===== config.mk =====
export PLATFORM = sky130hd
export DESIGN_NAME = bus_port_endpoint
export DESIGN_NICKNAME = d
export VERILOG_FILES = /design/src/rtl/bus_port_endpoint.sv
export SDC_FILE = /design/constraint.sdc
export NUM_CORES = 1
export LEC_CHECK = 0
export BUFFER_PORTS_ARGS = -buffer_cell sky130_fd_sc_hd__buf_2
export CORE_MARGIN = 4
export CORE_UTILIZATION = 30
export DETAILED_ROUTE_END_ITERATION = 6
export SYNTH_ARGS = -nofsm -noshare
export SYNTH_HDL_FRONTEND = slang
export SYNTH_SLANG_ARGS = --single-unit

===== constraint.sdc =====
create_clock -name clk -period 6.3 [get_ports clk]
set_input_delay 0.63 -clock clk [delete_from_list [all_inputs] [get_ports clk]]
set_output_delay 0.63 -clock clk [all_outputs]
set_load 0.01 [all_outputs]

===== src/rtl/bus_port_endpoint.sv =====
// bus_port_endpoint: device-side endpoint of one generator/arbiter bus port.
//   TX FIFO : host writes (tx_wr/tx_data, tx_full); bus pops (pndng/pop/D_pop).
//   RX FIFO : bus pushes (push/D_push), filtered on dest ID = D_push[MSB -: 8];
//             host drains (rx_rd/rx_data/rx_pndng/rx_level).
//   Status  : err_flags = sticky {misroute, underflow, overflow};
//             drop_cnt / misr_cnt = saturating RX overflow-drop / misroute counts.
// Both FIFOs are first-word-fall-through with a zeroed head when empty.
// Pointers are binary with one extra wrap bit.
module bus_port_endpoint #(
  parameter int         pckg_sz   = 32,
  parameter int         depth     = 16,
  parameter logic [7:0] my_id     = 8'h00,
  parameter logic [7:0] broadcast = 8'hFF,
  parameter int         cnt_w     = 8
) (
  input  logic                      clk,
  input  logic                      reset,
  output logic                      pndng,
  output logic [pckg_sz-1:0]        D_pop,
  input  logic                      pop,
  input  logic                      push,
  input  logic [pckg_sz-1:0]        D_push,
  input  logic                      tx_wr,
  input  logic [pckg_sz-1:0]        tx_data,
  output logic                      tx_full,
  input  logic                      rx_rd,
  output logic [pckg_sz-1:0]        rx_data,
  output logic                      rx_pndng,
  output logic [$clog2(depth):0]    rx_level,
  output logic [2:0]                err_flags,
  output logic [cnt_w-1:0]          drop_cnt,
  output logic [cnt_w-1:0]          misr_cnt
);

  localparam int AW = $clog2(depth);
  localparam int PW = AW + 1;
  localparam logic [PW-1:0]    PTR_ONE = 1;
  localparam logic [cnt_w-1:0] CNT_ONE = 1;

  logic [pckg_sz-1:0] tx_mem [depth];
  logic [pckg_sz-1:0] rx_mem [depth];

  logic [PW-1:0]    tx_wr_q, tx_wr_d, tx_rd_q, tx_rd_d;
  logic [PW-1:0]    rx_wr_q, rx_wr_d, rx_rd_q, rx_rd_d;
  logic [2:0]       err_q, err_d;
  logic [cnt_w-1:0] drop_q, drop_d, misr_q, misr_d;

  logic tx_empty, tx_is_full, tx_do_wr, tx_do_pop;
  logic rx_empty, rx_is_full, rx_do_wr, rx_do_rd;
  logic rx_hit, rx_drop, rx_misr;

  always_comb begin
    tx_empty   = (tx_wr_q == tx_rd_q);
    tx_is_full = (tx_wr_q[AW-1:0] == tx_rd_q[AW-1:0]) && (tx_wr_q[AW] != tx_rd_q[AW]);
    rx_empty   = (rx_wr_q == rx_rd_q);
    rx_is_full = (rx_wr_q[AW-1:0] == rx_rd_q[AW-1:0]) && (rx_wr_q[AW] != rx_rd_q[AW]);

    // A pop in the same cycle frees the slot, so a write to a full FIFO is kept.
    tx_do_pop = pop && !tx_empty;
    tx_do_wr  = tx_wr && (!tx_is_full || tx_do_pop);

    rx_hit    = (D_push[pckg_sz-1 -: 8] == my_id) || (D_push[pckg_sz-1 -: 8] == broadcast);
    rx_misr   = push && !rx_hit;
    rx_do_rd  = rx_rd && !rx_empty;
    rx_do_wr  = push && rx_hit && (!rx_is_full || rx_do_rd);
    rx_drop   = push && rx_hit && !rx_do_wr;

    tx_wr_d = tx_do_wr  ? tx_wr_q + PTR_ONE : tx_wr_q;
    tx_rd_d = tx_do_pop ? tx_rd_q + PTR_ONE : tx_rd_q;
    rx_wr_d = rx_do_wr  ? rx_wr_q + PTR_ONE : rx_wr_q;
    rx_rd_d = rx_do_rd  ? rx_rd_q + PTR_ONE : rx_rd_q;

    err_d = err_q;
    if ((tx_wr && !tx_do_wr) || rx_drop)             err_d[0] = 1'b1;
    if ((pop && tx_empty) || (rx_rd && rx_empty))    err_d[1] = 1'b1;
    if (rx_misr)                                     err_d[2] = 1'b1;

    drop_d = drop_q;
    if (rx_drop && (drop_q != '1)) drop_d = drop_q + CNT_ONE;
    misr_d = misr_q;
    if (rx_misr && (misr_q != '1)) misr_d = misr_q + CNT_ONE;
  end

  always_ff @(posedge clk) begin
    if (reset) begin
      tx_wr_q <= '0;
      tx_rd_q <= '0;
      rx_wr_q <= '0;
      rx_rd_q <= '0;
      err_q   <= '0;
      drop_q  <= '0;
      misr_q  <= '0;
    end else begin
      tx_wr_q <= tx_wr_d;
      tx_rd_q <= tx_rd_d;
      rx_wr_q <= rx_wr_d;
      rx_rd_q <= rx_rd_d;
      err_q   <= err_d;
      drop_q  <= drop_d;
      misr_q  <= misr_d;
    end
  end

  // Storage needs no reset: the head is masked to zero whenever the FIFO is empty.
  always_ff @(posedge clk) begin
    if (!reset && tx_do_wr) tx_mem[tx_wr_q[AW-1:0]] <= tx_data;
    if (!reset && rx_do_wr) rx_mem[rx_wr_q[AW-1:0]] <= D_push;
  end

  always_comb begin
    pndng     = !tx_empty;
    tx_full   = tx_is_full;
    D_pop     = tx_empty ? '0 : tx_mem[tx_rd_q[AW-1:0]];
    rx_pndng  = !rx_empty;
    rx_data   = rx_empty ? '0 : rx_mem[rx_rd_q[AW-1:0]];
    rx_level  = rx_wr_q - rx_rd_q;
    err_flags = err_q;
    drop_cnt  = drop_q;
    misr_cnt  = misr_q;
  end

endmodule


==> results.py, run 1 <==
metrics = {
    "placement": {
        "gp_congestion": 0.741,
        "port_buffers": 160,
        "hpwl_mm": 53.7,
        "dp_slack_ns": 2.01,
    },
    "floorplanning": {
        "rows": 135,
        "die-area_um2": 143000,
        "fp.coreArea_um2": 136000,
        "fp.dieW_um": 378,
        "io_pins": 161,
        "start_util": 0.302,
        "die_h_um": 378,
    },
    "timing": {
        "max_slew_margin": 0.199,
        "drv_slew": 0,
        "tns_ns": 0,
        "fin_hold_ws_ns": 0.283,
        "grt_setup_unrepaired": "false",
        "worst_pin_slew_ns": 1.20,
        "timing.final.ws_setup_ns": 1.98,
        "fmax_mhz": 231,
        "skew_ns": 0.0243,
        "fin_crit_sh": 0.686,
        "setup_viol": 0,
        "min_period_ns": 4.32,
        "finalHoldViolCount": 0,
    },
    "critical_path": {
        "worstPathRequired_ns": 5.67,
        "cpLargestDelayFamily": "flip-flops",
        "slowest_stage": "dfxtp_4",
        "crit_path_start_kind": "flop",
        "arrival_ns": 3.69,
        "cp_cell_sequence": "buf_4, mux4_2, mux2i_1, o22ai_1, buf_2",
        "critPathKind": "reg -> out",
        "cp-end-kind": "output port",
        "cp_num_buf_inv": 2,
        "critical-path-max-stage-delay_ns": 1.07,
        "critPathMaxFanout": 49,
    },
    "synthesis": {
        "syn_area_um2": 41000,
        "syn-num-nets": 1974,
        "synth.avg_cell_area_um2": 21.7,
        "yosysSeqAreaShare": 0.772,
        "yosysWarnings": 0,
        "ys_types": 51,
        "ys_ff_latch": 1071,
        "async_reset_ff_frac": 0,
        "syn_inst": 1887,
        "synth-edff-count": 1024,
        "ys.flop_type": "edfxtp_1",
    },
    "cts": {
        "cts_made_buffers": 107,
        "htreeDepth": 3,
        "clock-root-buffer": "clkbuf_16",
        "cts_post_setup_buffers_inserted": 0,
        "holdBufCountCts": 0,
        "clkSinkCount": 1071,
        "clk_path_buf_depth": 3,
        "clk_latency_ns": 0.72,
        "post_cts_resized": 0,
        "cts_tree": "done",
        "clk_pin_slew_ns": 0.06,
    },
    "route": {
        "vias": 19600,
        "first_pass_iters": 5,
        "drt-total-wl_mm": 94.4,
        "drt_drc_violations_left": 0,
        "drt_iter0_markers": 1878,
        "wl_per_cell_um": 23.8,
        "via_per_inst": 4.95,
        "postRouteAntennaNets": 0,
    },
    "global_routing": {
        "grtUsageTotal": 0.131,
        "grt_pass1_vias": 20400,
        "grt_pass1_wl_mm": 138,
        "grt-ovfl-total": 0,
        "grt_max_degree": 71,
        "grt_antenna_before_repair": 18,
    },
    "min_path": {
        "hp-class": "in -> reg",
    },
    "pwr": {
        "leakagePower_nw": 14.4,
        "ir_drop_mv": 0.285,
        "powerDensity_nw_per_um2": 314,
    },
    "final_layout": {
        "final_common_cell": "edfxtp_1",
        "num-nets-final": 2181,
        "syn2layout_area_growth_pct": 16.2,
        "final_cell_mix": "1,024 x edfxtp_1, 256 x mux4_2, 160 x buf_2, 107 x clkbuf_16, 67 x mux2i_1",
        "drive_above_1_share": 0.299,
        "fill_cells": 12400,
    },
    "flow_run": {
        "cap_viol_max_count": 0,
    },
    "status": {
        "status": "finished, final reports clean",
    },
}
-- Yosys cell counts, types with 14 or more instances --
cell | n | area share
dfxtp_1 | 47 | 0.023
mux4_2 | 256 | 0.14
clkbuf_1 | 61 | 0.0056
nand2_1 | 14 | 0.0013
inv_1 | 17 | 0.0016
mux2i_1 | 67 | 0.016
buf_2 | 29 | 0.0035
o22ai_1 | 32 | 0.0049
a22oi_1 | 64 | 0.012
xnor2_1 | 17 | 0.0036
ha_1 | 16 | 0.0049
nand4_1 | 16 | 0.0024
a21oi_1 | 57 | 0.0070
nor2_1 | 57 | 0.0052
edfxtp_1 | 1024 | 0.75
-- cells by family (layout without fill, tap and decap cells) --
kind of cell	after synthesis	count (layout)	share of synthesized area
compound gates	180	180	0.0282
xor+xnor	21	21	0.00467
fa+ha+maj	17	17	0.00537
buf+inv	118	412	0.0119
flops	1071	1071	0.772
mux	327	327	0.158
other cells	0	1	0
simple gates	153	153	0.0195
-- per-layer routing --
metal  global-route usage  share of wire
met1                0.165           0.40
met5                    0         0.0014
met2                0.220           0.50
met3               0.0395          0.076
met4               0.0372          0.023
-- layout make-up --
type                    count  area, µm²  share of cell area
flip-flops and latches   1071      31700               0.665
multi-input cells         698       9110               0.191
clock buffers             137       2800              0.0587
well taps                1781       2230              0.0468
repair buffers            199       1130              0.0237
clock inverters            59        616              0.0129
inverters                  17       63.8             0.00134
diodes                      1       2.50           0.0000525
-- per-stage QoR --
step | std cells | total power, mW | cell area (µm²) | util
final | 3963 | 15.0 | 47700 | 0.351
after global routing | 3962 | 15.5 | 47700 | 0.351
after CTS | 3962 | 15.2 | 47700 | 0.351
after detailed placement | 3766 | 9.00 | 44200 | 0.326
after global placement | 3766 | 8.97 | 44200 | 0.326
after floorplan | 1887 | 8.60 | 41000 | -
-- worst register-to-register path, stage by stage (launching register included) --
cell      delay [ns]
dfxtp_1         0.62
ha_1            0.38
nand4_1         0.22
or3_1           0.32
nand4b_1        0.44
nor2_4          1.06
-- worst paths after layout --
path              slack, ns          from        endpoint  depth (start not counted)
hold / removal         0.28   tx_data[28]  tx_mem[14][28]                          1
setup / recovery       1.98          flop     rx_data[28]                          5
setup reg to reg       2.86    rx_wr_q[2]    rx_mem[6][6]                          5
hold reg to reg        0.45  err_flags[2]    err_flags[2]                          2
-- where the power goes --
part | internal (mW) | switching [mW]
registers | 7.83 | 0.0609
clock network | 3.49 | 2.66
logic | 0.406 | 0.532
total | 11.7 | 3.26
-- registers in the layout, summed over array words and instances, names as in the netlist, named ones only --
signal	flops
drop_cnt	8
err_flags	3
misr_cnt	8
rx_mem	512
rx_rd_q	5
rx_wr_q	5
tx_mem	512
tx_rd_q	5
tx_wr_q	5
No activity file was read; power rests on OpenSTA's default activity.
==> inputs of run 2 (changes only) <==
==> constraint.sdc (replaced) <==
create_clock -name clk -period 3.87 [get_ports clk]
set_input_delay 0.387 -clock clk [delete_from_list [all_inputs] [get_ports clk]]
set_output_delay 0.387 -clock clk [all_outputs]
set_load 0.01 [all_outputs]
==> run 2 against run 1 <==
  * Sequential power is 62% higher
  * Core utilization is 0.53 points higher
  * Design area is 1.5% higher
  * Via count is 1.9% higher
  * Die area stayed put
  * Global-route usage is 0.15 points higher
  * Non-clock buffer count is 45 higher
  * Cell count is 1.3% higher
  * Clock-buffer cell count is 7 lower
  * Largest cell class unchanged
  * Highest routed layer unchanged
==> results.py, run 2 (synthesis results as in run 1) <==
metrics = {
    "cts": {
        "clk_latency_ns": 0.71,
        "cts_tree": "done",
        "htreeDepth": 3,
        "clkSinkCount": 1071,
        "clk_pin_slew_ns": 0.07,
        "cts_made_buffers": 107,
        "clock-root-buffer": "clkbuf_16",
        "clk_path_buf_depth": 3,
    },
    "min_path": {
        "hp-class": "in -> reg",
        "hp-start": "tx_data[8]",
        "min_path_cells": 1,
        "hold-path-endpoint": "tx_mem[10][8]",
    },
    "pwr": {
        "ir_drop_mv": 0.597,
        "leakagePower_nw": 14.7,
        "powerDensity_nw_per_um2": 504,
        "power_mw": 24.4,
    },
    "floorplanning": {
        "fp.coreArea_um2": 136000,
        "io_pins": 161,
        "start_util": 0.302,
        "die-area_um2": 143000,
        "rows": 135,
        "fp.dieW_um": 378,
        "die_h_um": 378,
    },
    "placement": {
        "placed_area_um2": 44900,
        "dp_slack_ns": 0.591,
        "hpwl_mm": 54.6,
        "gp_congestion": 0.748,
        "port_buffers": 160,
        "dp_cells": 3799,
    },
    "route": {
        "via_per_inst": 4.98,
        "vias": 20000,
        "drt_iter0_markers": 1838,
        "wl_per_cell_um": 23.8,
        "postRouteAntennaNets": 0,
        "drt_drc_violations_left": 0,
        "first_pass_iters": 5,
        "drt-total-wl_mm": 95.6,
    },
    "final_layout": {
        "finish.instance_area_um2": 48400,
        "num-nets-final": 2226,
        "syn2layout_area_growth_pct": 17.9,
        "drive_above_1_share": 0.313,
        "instances_no_fill": 4014,
        "final_common_cell": "edfxtp_1",
        "fill_cells": 12400,
        "final_cell_mix": "1,024 x edfxtp_1, 256 x mux4_2, 160 x buf_2, 108 x clkbuf_16, 67 x mux2i_1",
        "utilization": 0.357,
    },
    "critical_path": {
        "critPathKind": "reg -> out",
        "worstPathRequired_ns": 3.48,
        "r2r_start": "tx_rd_q[4]",
        "critPathMaxFanout": 32,
        "rrSetupSlack_ns": 0.90,
        "cp-end-kind": "output port",
        "reg2regPathDepth": 5,
        "crit_path_start_kind": "flop",
        "r2r_end": "tx_mem[11][7]",
        "arrival_ns": 3.21,
    },
    "timing": {
        "setup_viol": 0,
        "worst_pin_slew_ns": 1.03,
        "drv_slew": 0,
        "fin_hold_ws_ns": 0.0557,
        "timing.final.ws_setup_ns": 0.273,
        "fmax_mhz": 278,
        "fin_crit_sh": 0.929,
        "skew_ns": 0.0325,
        "min_period_ns": 3.60,
        "grt_setup_unrepaired": "false",
        "tns_ns": 0,
        "max_slew_margin": 0.308,
        "finalHoldViolCount": 0,
    },
    "global_routing": {
        "grt_max_degree": 50,
        "grt_antenna_before_repair": 16,
        "grt_pass1_vias": 21100,
        "grt_pass1_wl_mm": 140,
        "grt-ovfl-total": 0,
        "grtUsageTotal": 0.133,
    },
    "status": {
        "status": "finished, final reports clean",
    },
    "flow_run": {
        "cap_viol_max_count": 0,
    },
}
-- run 2: cell types whose count changed in the layout (fill, tap and decap cells not counted), sizes merged --
| cell | previous run | this run |
|---|---|---|
| clkinvlp | 3 | 5 |
| clkinv | 44 | 49 |
| buf | 199 | 232 |
| diode | 1 | 6 |
| clkbuf | 137 | 130 |
| inv | 21 | 23 |
| bufinv | 8 | 7 |
| dlygate4sd3 | 0 | 12 |
-- run 2: final cells by class --
class / instances / area (µm²) / share of cell area
clock buffer: 130 / 2790 / 0.0576
inverter: 17 / 63.8 / 0.00132
clock inverter: 67 / 594 / 0.0123
antenna: 6 / 15.0 / 0.000310
sequential: 1071 / 31700 / 0.655
timing repair buffer: 244 / 1860 / 0.0385
multi-input combinational: 698 / 9130 / 0.189
tap: 1781 / 2230 / 0.0461
-- run 2: worst max path at each step --
| stage | from | end | slack (ns) | cells after the start |
|---|---|---|---|---|
| 5_1_grt | flop | rx_data[15] | 0.1 | 6 |
| 6_report | rx_wr_q[2] | rx_data[12] | 0.27 | 6 |
| 3_5_place_dp | rx_wr_q[2] | rx_data[27] | 0.59 | 6 |
| 3_3_place_gp | rx_wr_q[2] | rx_data[27] | 0.65 | 6 |
| 4_1_cts | flop | rx_data[15] | 0.22 | 6 |
| 2_1_floorplan | rx_wr_q[0] | rx_mem[0][0] | -1.17 | 7 |
-- run 2: repair_timing --
action	in CTS	in global routing
endpoints found under the hold margin	121	0
setup buffers	0	0
endpoints found under the setup margin	10	0
gates resized for setup	2	0
hold buffers	12	0
-- run 2: power breakdown --
part / leakage [nW] / internal (mW) / switching, mW
combinational: 3.46 / 0.706 / 0.935
clock: 1.65 / 5.61 / 4.33
sequential: 9.60 / 12.7 / 0.0641
total: 14.7 / 19.1 / 5.33
-- run 2: critical path, cell delays in order (launching register included) --
cell and delay [ns]:
dfxtp_1 0.61, ha_1 0.38, and4_1 0.24, nand2_1 0.15
nand2b_4 0.35, o22ai_1 0.52, buf_2 0.24
-- run 2: routing by layer --
metal	global-route usage	vias to the layer above	wire length [µm]
li1	-	8487	-
met1	0.169	10600	38200
met2	0.223	736	47300
met3	0.0382	156	8130
met4	0.0343	12	1940
met5	0	-	72
